`src/rtl/mem_arbiter.sv`:
```
// rtl/mem_arbiter.sv - two-port SRAM arbiter (ifetch / load-store); MEM_ARB_RR_EN selects round-robin conflict resolution
module mem_arbiter (
  input  logic        clk_i,
  input  logic        rst_i,
  // requester 0: instruction fetch
  input  logic        req0_i,
  input  logic        wen_req0_i,
  input  logic [7:0]  addr0_i,
  input  logic [31:0] wdata0_i,
  input  logic [3:0]  wstrb0_i,
  output logic        gnt0_o,
  output logic        rvalid0_o,
  output logic [31:0] rdata0_o,
  // requester 1: load/store
  input  logic        req1_i,
  input  logic        wen_req1_i,
  input  logic [7:0]  addr1_i,
  input  logic [31:0] wdata1_i,
  input  logic [3:0]  wstrb1_i,
  output logic        gnt1_o,
  output logic        rvalid1_o,
  output logic [31:0] rdata1_o,
  // SRAM side
  output logic        mem_cen_o,
  output logic        mem_wen_o,
  output logic [31:0] mem_bwen_o,
  output logic [7:0]  mem_a_o,
  output logic [31:0] mem_d_o,
  input  logic [31:0] mem_q_i,
  // most recently granted port, for observation
  output logic        last_gnt_o
);

  logic       last_gnt_q, last_gnt_d;
  logic [1:0] rd_pend_q, rd_pend_d;
  logic       gnt0, gnt1;
  logic       any_gnt;
  logic       sel_wen;
  logic [3:0] sel_wstrb;

  // Arbitration: a sole requester wins outright; conflicts use the configured policy
  always_comb begin
    gnt0 = 1'b0;
    gnt1 = 1'b0;
    if (!rst_i) begin
      if (req0_i && req1_i) begin
`ifdef MEM_ARB_RR_EN
        // the port that did not win last time goes next
        gnt0 = last_gnt_q;
        gnt1 = ~last_gnt_q;
`else
        // load/store always beats instruction fetch
        gnt1 = 1'b1;
`endif
      end else begin
        gnt0 = req0_i;
        gnt1 = req1_i;
      end
    end
  end

  // SRAM-side mux: route the granted port; idle bus is fully deasserted
  always_comb begin
    any_gnt    = gnt0 | gnt1;
    sel_wen    = gnt1 ? wen_req1_i : wen_req0_i;
    sel_wstrb  = gnt1 ? wstrb1_i   : wstrb0_i;
    mem_a_o    = gnt1 ? addr1_i    : addr0_i;
    mem_d_o    = gnt1 ? wdata1_i   : wdata0_i;
    mem_cen_o  = ~any_gnt;
    mem_wen_o  = ~(any_gnt & sel_wen);
    mem_bwen_o = '1;
    // a write with no strobes still enables the macro but masks every bit
    if (any_gnt && sel_wen) begin
      for (int k = 0; k < 4; k++) begin
        mem_bwen_o[8*k +: 8] = {8{~sel_wstrb[k]}};
      end
    end
  end

  // Next state: remember who won, and flag reads so rvalid lines up with mem_q
  always_comb begin
    last_gnt_d   = last_gnt_q;
    if (gnt0 || gnt1) begin
      last_gnt_d = gnt1;
    end
    rd_pend_d[0] = gnt0 & ~wen_req0_i;
    rd_pend_d[1] = gnt1 & ~wen_req1_i;
  end

  // State registers; reset kills any read in flight and biases the first conflict to port 0
  always_ff @(posedge clk_i or posedge rst_i) begin
    if (rst_i) begin
      last_gnt_q <= 1'b1;
      rd_pend_q  <= 2'b00;
    end else begin
      last_gnt_q <= last_gnt_d;
      rd_pend_q  <= rd_pend_d;
    end
  end

  assign gnt0_o     = gnt0;
  assign gnt1_o     = gnt1;
  assign rvalid0_o  = rd_pend_q[0];
  assign rvalid1_o  = rd_pend_q[1];
  assign rdata0_o   = mem_q_i;
  assign rdata1_o   = mem_q_i;
  assign last_gnt_o = last_gnt_q;

endmodule

```
`config.mk`:
```
export PLATFORM = sky130hd
export DESIGN_NAME = mem_arbiter
export DESIGN_NICKNAME = d
export VERILOG_FILES = /design/src/rtl/mem_arbiter.sv
export SDC_FILE = /design/constraint.sdc
export NUM_CORES = 1
export LEC_CHECK = 0
export CAP_MARGIN = 20
export CORE_AREA = 2 2 104 106
export DETAILED_ROUTE_END_ITERATION = 10
export DIE_AREA = 0 0 106 108
export GPL_TIMING_DRIVEN = 0
export PLACE_DENSITY = 0.7
export SLEW_MARGIN = 20
export SYNTH_ARGS = -nofsm -noshare
export SYNTH_HDL_FRONTEND = slang
export SYNTH_SLANG_ARGS = --single-unit
```
`constraint.sdc`:
```
create_clock -name clk_i -period 1.7 [get_ports clk_i]
set_clock_uncertainty 0.05 [all_clocks]
set_input_delay 0.34 -clock clk_i [delete_from_list [all_inputs] [get_ports clk_i]]
set_output_delay 0.34 -clock clk_i [all_outputs]
set_load 0.02 [all_outputs]
```
==> metrics.md, run 1 <==
| Metric | Value |
|---|---|
| Final setup violation count | 53 |
| Post-Synth XOR/XNOR Area | 0% |
| PnR worst setup slack | -0.105 ns |
| Vias per cell | 3.55 |
| Die Y-Extent | 108 µm |
| Buf/Inv on CP | 5 |
| Tot GR Track Use | 11.1% |
| Critical-path top delay cell | and4bb_4 |
| Sequential fraction of the synthesis area | 4.77% |
| Routed WL | 7260 µm |
| Post-synth cell types | 17 |
| RePlAce Congestion | 0.729 |
| Synth Area in Simple Gates | 3.60% |
| Arrival @ worst endpoint | 1.42 ns |
| Yosys top cell area share | 43.2% |
| Crit path capture type | output port |
| Slew Limit Headroom | 84.3% |
| Vias | 1985 |
| Initial Util | 15.6% |
| Syn Inst Count | 161 |
| CTS tree | done |
| Slew Limit Fails | 0 |
| Tightest Pin Transition | 0.234 ns |
| Top_reg_cell synth | dfrtp_1 |
| Max FO, Critical Path | 6 |
| Static Leak | 0.00226 µW |
| H-tree levels | 1 |
| Drt wl/cell | 13.0 µm |
| HPWL Detailed | 5980 µm |
| CTS sink count | 3 |
| WHS | 0.109 ns |
| Top cells by count, synth | buf_4, mux2_4, mux2_2 |
| Cell with the most instances after synthesis | buf_4 |
| Fin crit share | 106% |
| Largest net degree at the start of global routing | 11 |
| Power per Cell Area | 353 nW/µm² |
| Status | finished with violations |
| Critical Path Max Stage Delay | 0.40 ns |
| Overall power | 1650 µW |
| Total grt overflow | 0 |
| Main combinational cell family by area after synthesis | buffers and inverters |
| Violated checks | negative setup slack |
| Ys Warns | 0 |
| Yosys reg bits | 3 |
| Synth Area in Compound Gates | 2.03% |
| IO Pins | 269 |
| Crit Path Category | input pin to output port |
| Post-synth EDFFs | 0 |
| Synth Net Count | 287 |
| Root Buffer | clkbuf_8 |
| Worst path cell trace | buf_12 -> and4bb_4 -> buf_6 -> o21ai_4 -> buf_6 -> buf_6 -> buf_6 |
| R2R cell count | 1 |
| # nets final | 550 |
| Crit-path leading delay family | buffers and inverters |
| Die Area | 11400 µm² |
| Critical path startpoint | req1_i |
| Cell mode on critical path | buf_6 |
| Skew-Pair Late Insertion Delay | 0.21 ns |
| Row count | 37 |
| Starting DRT DRC Count | 54 |
| Maxcap violations | 0 |
| FF-to-FF End | last_gnt_o |
| Ant diodes | 0 |
| CTS buffer count | 3 |
| Asr flop ratio synth | 100% |
| Worst EP required | 1.31 ns |
| DRC Markers | 0 |
| Maximum vdd drop | 0.151 mV |
| PortBufs | 235 |
| Syn Area/Cell | 9.94 µm² |
| Maximum clock insertion buffer count | 2 |
| Share of cells above drive strength 1 | 59.8% |
| Synth top area cells | buf_4, mux2_4, mux2_2 |
| Area growth syn-to-layout | 192% |
| Multiplexer share of the synthesized area | 39.9% |
| Final hold vios | 0 |
| Register area | 76.3 µm² |
| Multi-input logic area | 793 µm² |
| DR pass1 iterations | 3 |
| Adder-cell area share of the yosys netlist | 0% |
| Unrepaired setup endpoints after global routing | true |
| Final min period | 1.81 ns |
| Vias in the first global route | 2047 |
| ANT nets after route | 0 |
| Die Wd | 106 µm |
| First-pass GRT wire length | 10300 µm |
| Startpoint Class | input pin |
| Initial antenna violation count | 0 |
| Synth area leader | buf_4 |
| Hold crit path type | input pin to asynchronous set/reset pin |
| CORE AREA | 10200 µm² |
| CTS clk-pin slew, worst paths | 0.03 ns |
| Register-to-register setup slack | 0.98 ns |
| Max Freq | 0.554 GHz |
| Worst r2r src | last_gnt_o |
| Mapped Area | 1600 µm² |
| Fill cells | 954 |
==> cells by family after synthesis <==
family          count (synthesis)
flops                           3
compound gates                  6
simple gates                    8
buf+inv                       100
mux                            44
==> power breakdown <==
| group | switching, µW | internal (µW) | total (µW) | leakage [µW] |
|---|---|---|---|---|
| sequential | 1.70 | 78.2 | 79.9 | 0.0000377 |
| clock | 46.7 | 160 | 207 | 0.0000228 |
| combinational | 509 | 855 | 1360 | 0.00220 |
==> what timing repair did <==
action,4_1_cts,5_1_grt
pin swaps,5,5
hold endpoints to repair,2,0
cloned,3,1
hold buffers,1,0
setup endpoints to repair,77,72
setup buffers,15,6
resized for setup,439,67
==> cell usage in the layout, fill, tap and decap left out, types with 2 or more instances in the layout <==
master	count
dfrtp_1	2
mux2_4	42
nor2_1	3
clkdlybuf4s50_1	146
o21ai_4	4
buf_2	7
buf_12	9
mux2_2	2
dlygate4sd2_1	11
buf_4	75
inv_1	2
buf_6	100
clkbuf_8	3
buf_16	2
clkbuf_2	3
==> sequential cells by signal, indices dropped and copies added (netlist names) <==
| signal | cells |
|---|---|
| rd_pend_q | 2 |
| last_gnt_o | 1 |
==> metal layers <==
| layer | track usage [%] | share of wire (%) | vias up |
|---|---|---|---|
| met2 | 22.3 | 57 | 120 |
| met1 | 11.5 | 34 | 896 |
| met5 | 0 | 0 | - |
| met4 | 2.73 | 0.96 | 0 |
| li1 | - | - | 963 |
| met3 | 2.65 | 8.6 | 6 |
==> worst max path at each step <==
| stage | endpoint | slack [ns] | depth (start not counted) |
|---|---|---|---|
| 2_1_floorplan | mem_bwen_o[10] | -0.04 | 4 |
| 3_3_place_gp | mem_bwen_o[5] | -0.98 | 5 |
| 3_5_place_dp | mem_bwen_o[28] | -1.01 | 5 |
| 4_1_cts | mem_bwen_o[15] | -0.11 | 7 |
| 5_1_grt | mem_bwen_o[28] | -0.14 | 7 |
| 6_report | mem_bwen_o[28] | -0.11 | 7 |
==> area by class of cell <==
type / count / area share [%]
multi-input cells: 58 / 17.0
well taps: 136 / 3.64
flip-flops and latches: 3 / 1.63
plain buffers: 96 / 18.5
inverters: 2 / 0.161
repair buffers: 260 / 58.1
clock buffers: 4 / 0.964
==> stage by stage <==
step / TNS (ns) / cell area [µm²] / utilization (%) / setup WS (ns) / instances
2_1_floorplan: -1.01 / 1620 / - / -0.0360 / 161
3_3_place_gp: -67.20 / 4140 / 40.4 / -0.979 / 532
3_5_place_dp: -67.70 / 4140 / 40.4 / -1.01 / 532
4_1_cts: -1.96 / 4460 / 43.6 / -0.108 / 553
5_1_grt: -3.84 / 4670 / 45.7 / -0.140 / 559
6_report: -2.21 / 4670 / 45.7 / -0.105 / 559
No activity file was read; power rests on OpenSTA's default activity.
==> run 2: changes to the inputs <==
--- a/config.mk
+++ b/config.mk
@@ -10,7 +10,7 @@
 export DETAILED_ROUTE_END_ITERATION = 10
 export DIE_AREA = 0 0 106 108
 export GPL_TIMING_DRIVEN = 0
-export PLACE_DENSITY = 0.7
+export PLACE_DENSITY = 0.66
 export SLEW_MARGIN = 20
 export SYNTH_ARGS = -nofsm -noshare
 export SYNTH_HDL_FRONTEND = slang
==> run 2 against run 1 <==
Compared with the run above: worst setup slack gained 0.038 ns; total power down 3.9%; fmax grew 2.1%; global-route usage is 0.23 points lower; cell count is 1.3% lower; cell area down 4.4%; critical path type unchanged; largest power group unchanged; worst hold slack better by 0.0036 ns; the run still ends with negative setup slack left.
==> metrics.md, run 2 (synthesis results as in run 1) <==
| Metric | Value |
|---|---|
| Status | finished with violations (unchanged) |
| Violated checks | negative setup slack (unchanged) |
| Sw frac | 34.2% (was 33.8%) |
| Routed WL | 7140 µm (was 7260 µm) |
| Sequential Power Share | 5.1% (was 4.8%) |
| M1 GR Usage | 11.1% (was 11.5%) |
| Ant diodes | 0 (unchanged) |
| Die Area | 11400 µm² (unchanged) |
| Fin crit share | 104% (was 106%) |
| PnR worst setup slack | -0.0674 ns (was -0.105 ns) |
| First-pass GRT wire length | 10200 µm (was 10300 µm) |
| Most common cell after layout, fill and taps aside | clkdlybuf4s50_1 (unchanged) |
| CTS buffer count | 3 (unchanged) |
| Slew Limit Fails | 0 (unchanged) |
| FF-to-FF End | last_gnt_o (unchanged) |
| Initial antenna violation count | 0 (unchanged) |
| Area growth syn-to-layout | 179% (was 192%) |
| Startpoint Class | input pin (unchanged) |
| Net Sw Power | 542 µW (was 558 µW) |
| WHS | 0.113 ns (was 0.109 ns) |
| Drt wl/cell | 12.9 µm (was 13.0 µm) |
| Tightest Pin Transition | 0.245 ns (was 0.234 ns) |
| Pre-CTS setup slack | -1.03 ns (was -1.01 ns) |
| CTS tree | done (unchanged) |
| Most Crowded Layer GR | met2 (unchanged) |
| Power per Cell Area | 355 nW/µm² (was 353 nW/µm²) |
| Post-route insts no fill | 552 (was 559) |
| Crit path capture type | output port (unchanged) |
| Max FO, Critical Path | 7 (was 6) |
| H-tree levels | 1 (unchanged) |
| Clk pwr share | 13.0% (was 12.5%) |
| DR pass1 iterations | 3 (unchanged) |
| Initial Util | 15.6% (unchanged) |
| # nets final | 543 (was 550) |
| Slew Limit Headroom | 83.6% (was 84.3%) |
| Root Buffer | clkbuf_8 (unchanged) |
| Total grt overflow | 0 (unchanged) |
| Die Y-Extent | 108 µm (unchanged) |
| GR Layer Usage met2 | 22.1% (was 22.3%) |
| DRC Markers | 0 (unchanged) |
| Row count | 37 (unchanged) |
| Top reg by flops | rd_pend_q (unchanged) |
| Register-to-register setup slack | 0.95 ns (was 0.98 ns) |
| Maximum clock insertion buffer count | 2 (unchanged) |
| R2R cell count | 1 (unchanged) |
| Max Freq | 0.566 GHz (was 0.554 GHz) |
| Hold crit path type | input pin to asynchronous set/reset pin (unchanged) |
| Vias in the first global route | 2089 (was 2047) |
| Arrival @ worst endpoint | 1.38 ns (was 1.42 ns) |
| Final hold vios | 0 (unchanged) |
| Worst EP required | 1.31 ns (about the same) |
| Fin area | 4470 µm² (was 4670 µm²) |
| Placed cell count | 532 (unchanged) |
| GR Layer Usage met3 | 3.13% (was 2.65%) |
| Maximum vdd drop | 0.276 mV (was 0.151 mV) |
| Die Wd | 106 µm (unchanged) |
| PortBufs | 235 (unchanged) |
| Share of cells above drive strength 1 | 58.9% (was 59.8%) |
| Vias | 1983 (was 1985) |
| CTS sink count | 3 (unchanged) |
| RePlAce Congestion | 0.700 (was 0.729) |
| Int Pwr | 1040 µW (was 1090 µW) |
| Worst r2r src | last_gnt_o (unchanged) |
| Critical-path top delay cell | and4bb_4 (unchanged) |
| Unrepaired setup endpoints after global routing | true (unchanged) |
| DP Area | 4140 µm² (unchanged) |
| CTS clk-pin slew, worst paths | 0.03 ns (about the same) |
| Starting DRT DRC Count | 20 (was 54) |
| Most frequent cells in the layout | clkdlybuf4s50_1, buf_4, buf_6 (was clkdlybuf4s50_1, buf_6, buf_4) |
| Worst path cell trace | buf_12 -> and4bb_4 -> buf_12 -> o21ai_4 -> buf_6 -> buf_6 -> buf_6 (was buf_12 -> and4bb_4 -> buf_6 -> o21ai_4 -> buf_6 -> buf_6 -> buf_6) |
| Maxcap violations | 0 (unchanged) |
| Largest net degree at the start of global routing | 11 (unchanged) |
| Skew-Pair Late Insertion Delay | 0.21 ns (about the same) |
| Max reg flops | 2 (unchanged) |
| Vias per cell | 3.59 (was 3.55) |
| HPWL Detailed | 5950 µm (was 5980 µm) |
| Tot GR Track Use | 10.9% (was 11.1%) |
| Final setup violation count | 44 (was 53) |
| IO Pins | 269 (unchanged) |
| CORE AREA | 10200 µm² (unchanged) |
| ANT nets after route | 0 (unchanged) |
| Final min period | 1.77 ns (was 1.81 ns) |
| Cell mode on critical path | buf_6 (unchanged) |
| Critical Path Max Stage Delay | 0.36 ns (was 0.40 ns) |
| Static Leak | 0.00218 µW (was 0.00226 µW) |
| Combinational share of power | 82.0% (was 82.7%) |
| Crit Path Category | input pin to output port (unchanged) |
## run 2: power groups by stage
| stage | registers (µW) | clock network [µW] | logic (µW) |
|---|---|---|---|
| after global routing | 80.7 | 225 | 1360 |
| after floorplan | 86.4 | 0 | 623 |
| after global placement | 80.5 | 0 | 1240 |
| final | 80.3 | 206 | 1300 |
| after detailed placement | 81.2 | 0 | 1250 |
| after CTS | 80.4 | 212 | 1290 |
## run 2: worst max path at each step
stage          slack [ns]             end    from
6_report            -0.07  mem_bwen_o[13]  req1_i
5_1_grt             -0.10  mem_bwen_o[13]  req1_i
4_1_cts             -0.08  mem_bwen_o[13]   rst_i
3_5_place_dp        -1.03  mem_bwen_o[26]   rst_i
3_3_place_gp        -0.99  mem_bwen_o[19]   rst_i
2_1_floorplan       -0.04  mem_bwen_o[10]  req1_i
## run 2: repair_timing
action / in CTS / in global routing
buffers inserted: 15 / 1
endpoints found under the hold margin: 2 / 0
gates resized for setup: 434 / 23
hold buffers: 1 / 0
pin swaps: 6 / 2
gates cloned: 1 / 3
endpoints found under the setup margin: 77 / 65
## run 2: per-stage QoR
stage	power, µW	TNS [ns]	utilization (%)
global route	1670	-3.36	43.7
CTS	1580	-2.58	42.6
floorplan	710	-1.01	-
detailed placement	1330	-70.02	40.4
finish	1590	-1.81	43.7
global placement	1320	-68.55	40.4
## run 2: layer usage
metal  wire [µm]  vias to the layer above
met3         667                        2
li1            -                      950
met2        4070                      109
met4           6                        0
met5           0                        -
met1        2390                      922
## run 2: area by class of cell
class,count,area (µm²)
fill,973,5760
clock buffer,4,45.0
sequential,3,76.3
timing repair buffer,256,2570
buffer,93,805
inverter,2,7.51
multi-input combinational,58,793
tap,136,170
## run 2: worst max-delay path, delay by kind of cell
| family | cells | cell delay (ns) |
|---|---|---|
| AOI/OAI and AO/OA | 1 | 0.09 |
| buffers and inverters | 5 | 0.59 |
| and+or+nand+nor | 1 | 0.36 |
==> RTL change: new RTL, config.mk and constraints of run 2 <==
The option `MEM_ARB_RR_EN` is turned on by a define.
--- a/src/rtl/mem_arbiter.sv
+++ b/src/rtl/mem_arbiter.sv
@@ -1,3 +1,5 @@
 // rtl/mem_arbiter.sv - two-port SRAM arbiter (ifetch / load-store); MEM_ARB_RR_EN selects round-robin conflict resolution
+`define MEM_ARB_RR_EN
+
 module mem_arbiter (
   input  logic        clk_i,
Check against the original RTL: not equivalent (Yosys sat finds a counterexample within 4 cycles, from zero or initial values and one cycle with rst_i high).
==> RTL change against run 2 <==
  * The flow still finishes with violations (setup timing)
  * Sequential power is 6.4% higher
  * Synthesized area is 1.8% higher
  * Wire length fell by 0.77%
  * Design area rose by 3.2%
  * Worst setup slack got worse by 0.40 ns
  * First-iteration DRC count grew 10%
  * Maximum frequency shrank 18%
  * Power grew 11%
  * Sequential cell count unchanged
  * Largest cell class unchanged
  * Largest power group unchanged
==> RTL change: results (changes against run 2) <==
Status
  – Status: finished with violations (unchanged)
  – Failing checks: setup timing (unchanged)

Yosys
  – Syn nets: 291 (was 287)
  – Register area share after synthesis: 4.69% (was 4.77%)
  – Post-synthesis cell type count: 21 (was 17)
  – Ranking of synthesized cells by area: buf_4 42%, mux2_4 35%, buf_12 4.9% (was buf_4 43%, mux2_4 36%, mux2_2 4.2%)
  – Cells after synthesis: 165 (was 161)

Timing
  – Setup violators final: 74 (was 44)
  – Fin worst setup slack: -0.465 ns (was -0.0674 ns)
  – Worst slew pin tran: 0.308 ns (was 0.245 ns)

Place
  – Cells after DPL: 537 (was 532)
  – Final GP Congestion: 0.734 (was 0.700)
  – Hpwl dp: 5.95 mm (about the same)

Routing
  – Routed len/inst: 12.7 um (was 12.9 um)
  – Detailed-route via count: 2025 (was 1983)
  – WL final: 7.08 mm (was 7.14 mm)
  – Drt first pass iters: 4 (was 3)
  – Starting DRT DRC Count: 22 (was 20)

Power
  – Pleak: 2.14 nW (was 2.18 nW)

Global route
  – Number of global-route vias before repair: 2023 (was 2089)
  – First-pass GRT wire length: 9.78 mm (was 10.2 mm)

Critical path
  – WP data arrival: 1.77 ns (was 1.38 ns)
  – Crit-path slowest cell: dfstp_2 (was and4bb_4)
  – Worst-path fanout max: 8 (was 7)

Finish
  – Fillers: 957 (was 973)
RTL change: layout make-up:
class	instances	area, sq um	area share [%]
Multi-Input combinational cell	65	805	17.4
Timing Repair Buffer	255	2730	59.2
Buffer	94	783	17.0
Clock buffer	4	45.0	0.976
Tap cell	136	170	3.69
Sequential cell	3	76.3	1.65
Inverter	1	3.75	0.0814
RTL change: worst paths after layout:
kind                                   startpoint                      to  slack, ns  cells past startpoint
setup / recovery           last_gnt_o$_DFFE_PP1P_           mem_bwen_o[5]      -0.46                      7
hold / removal                              rst_i  rd_pend_q[0]$_DFF_PP0_       0.35                      3
max in group asynchronous                   rst_i  last_gnt_o$_DFFE_PP1P_       1.03                      3
hold reg to reg            last_gnt_o$_DFFE_PP1P_  last_gnt_o$_DFFE_PP1P_       0.61                      2
min in group clk_i                         req0_i  rd_pend_q[0]$_DFF_PP0_       0.42                      3
setup reg to reg           last_gnt_o$_DFFE_PP1P_  last_gnt_o$_DFFE_PP1P_       0.22                      6
RTL change: timing repair:
item,4_1_cts,5_1_grt
pin swaps,7,2
cloned,4,1
setup buffers,12,5
resized for setup,478,18
setup endpoints to repair,77,76
RTL change: report_power, final:
group	leakage, nW	internal (mW)	switching [mW]
registers	0.0377	0.0794	0.00597
logic	2.08	0.906	0.548
clock network	0.0228	0.161	0.0578
total	2.14	1.15	0.612
RTL change: per-layer routing:
metal / vias up / GRT usage [%] / share of wire (%) / wire [um]
li1: 981 / - / - / -
met1: 903 / 9.84 / 31 / 2160
met2: 131 / 21.8 / 57 / 4050
met3: 10 / 4.16 / 11 / 761
met4: 0 / 2.82 / 1.5 / 107
met5: - / 0 / 0 / 0
RTL change: critical path: cells and delay by family (launching register included):
family	cells	cell delay, ns
AOI/OAI and AO/OA	3	0.42
buffers and inverters	4	0.55
DFF	1	0.57
RTL change: kinds of logic (layout without fill, tap and decap cells):
group	count (synthesis)	after routing	synth area share [%]
multiplexers	40	40	36.4
flip-flops	3	3	4.69
AO/OA/AOI/OAI	13	14	6.53
buffers and inverters	98	354	47.8
AND/OR/NAND/NOR	11	11	4.53
RTL change: stage by stage:
stage	cell area [sq um]	setup WS (ns)	setup TNS, ns	total power, mW
CTS	4520	-0.446	-30.62	1.75
global placement	4170	-1.48	-93.05	1.39
finish	4610	-0.465	-30.89	1.76
detailed placement	4170	-1.54	-95.63	1.40
global route	4610	-0.543	-35.46	1.84
floorplan	1640	-0.460	-14.80	0.757
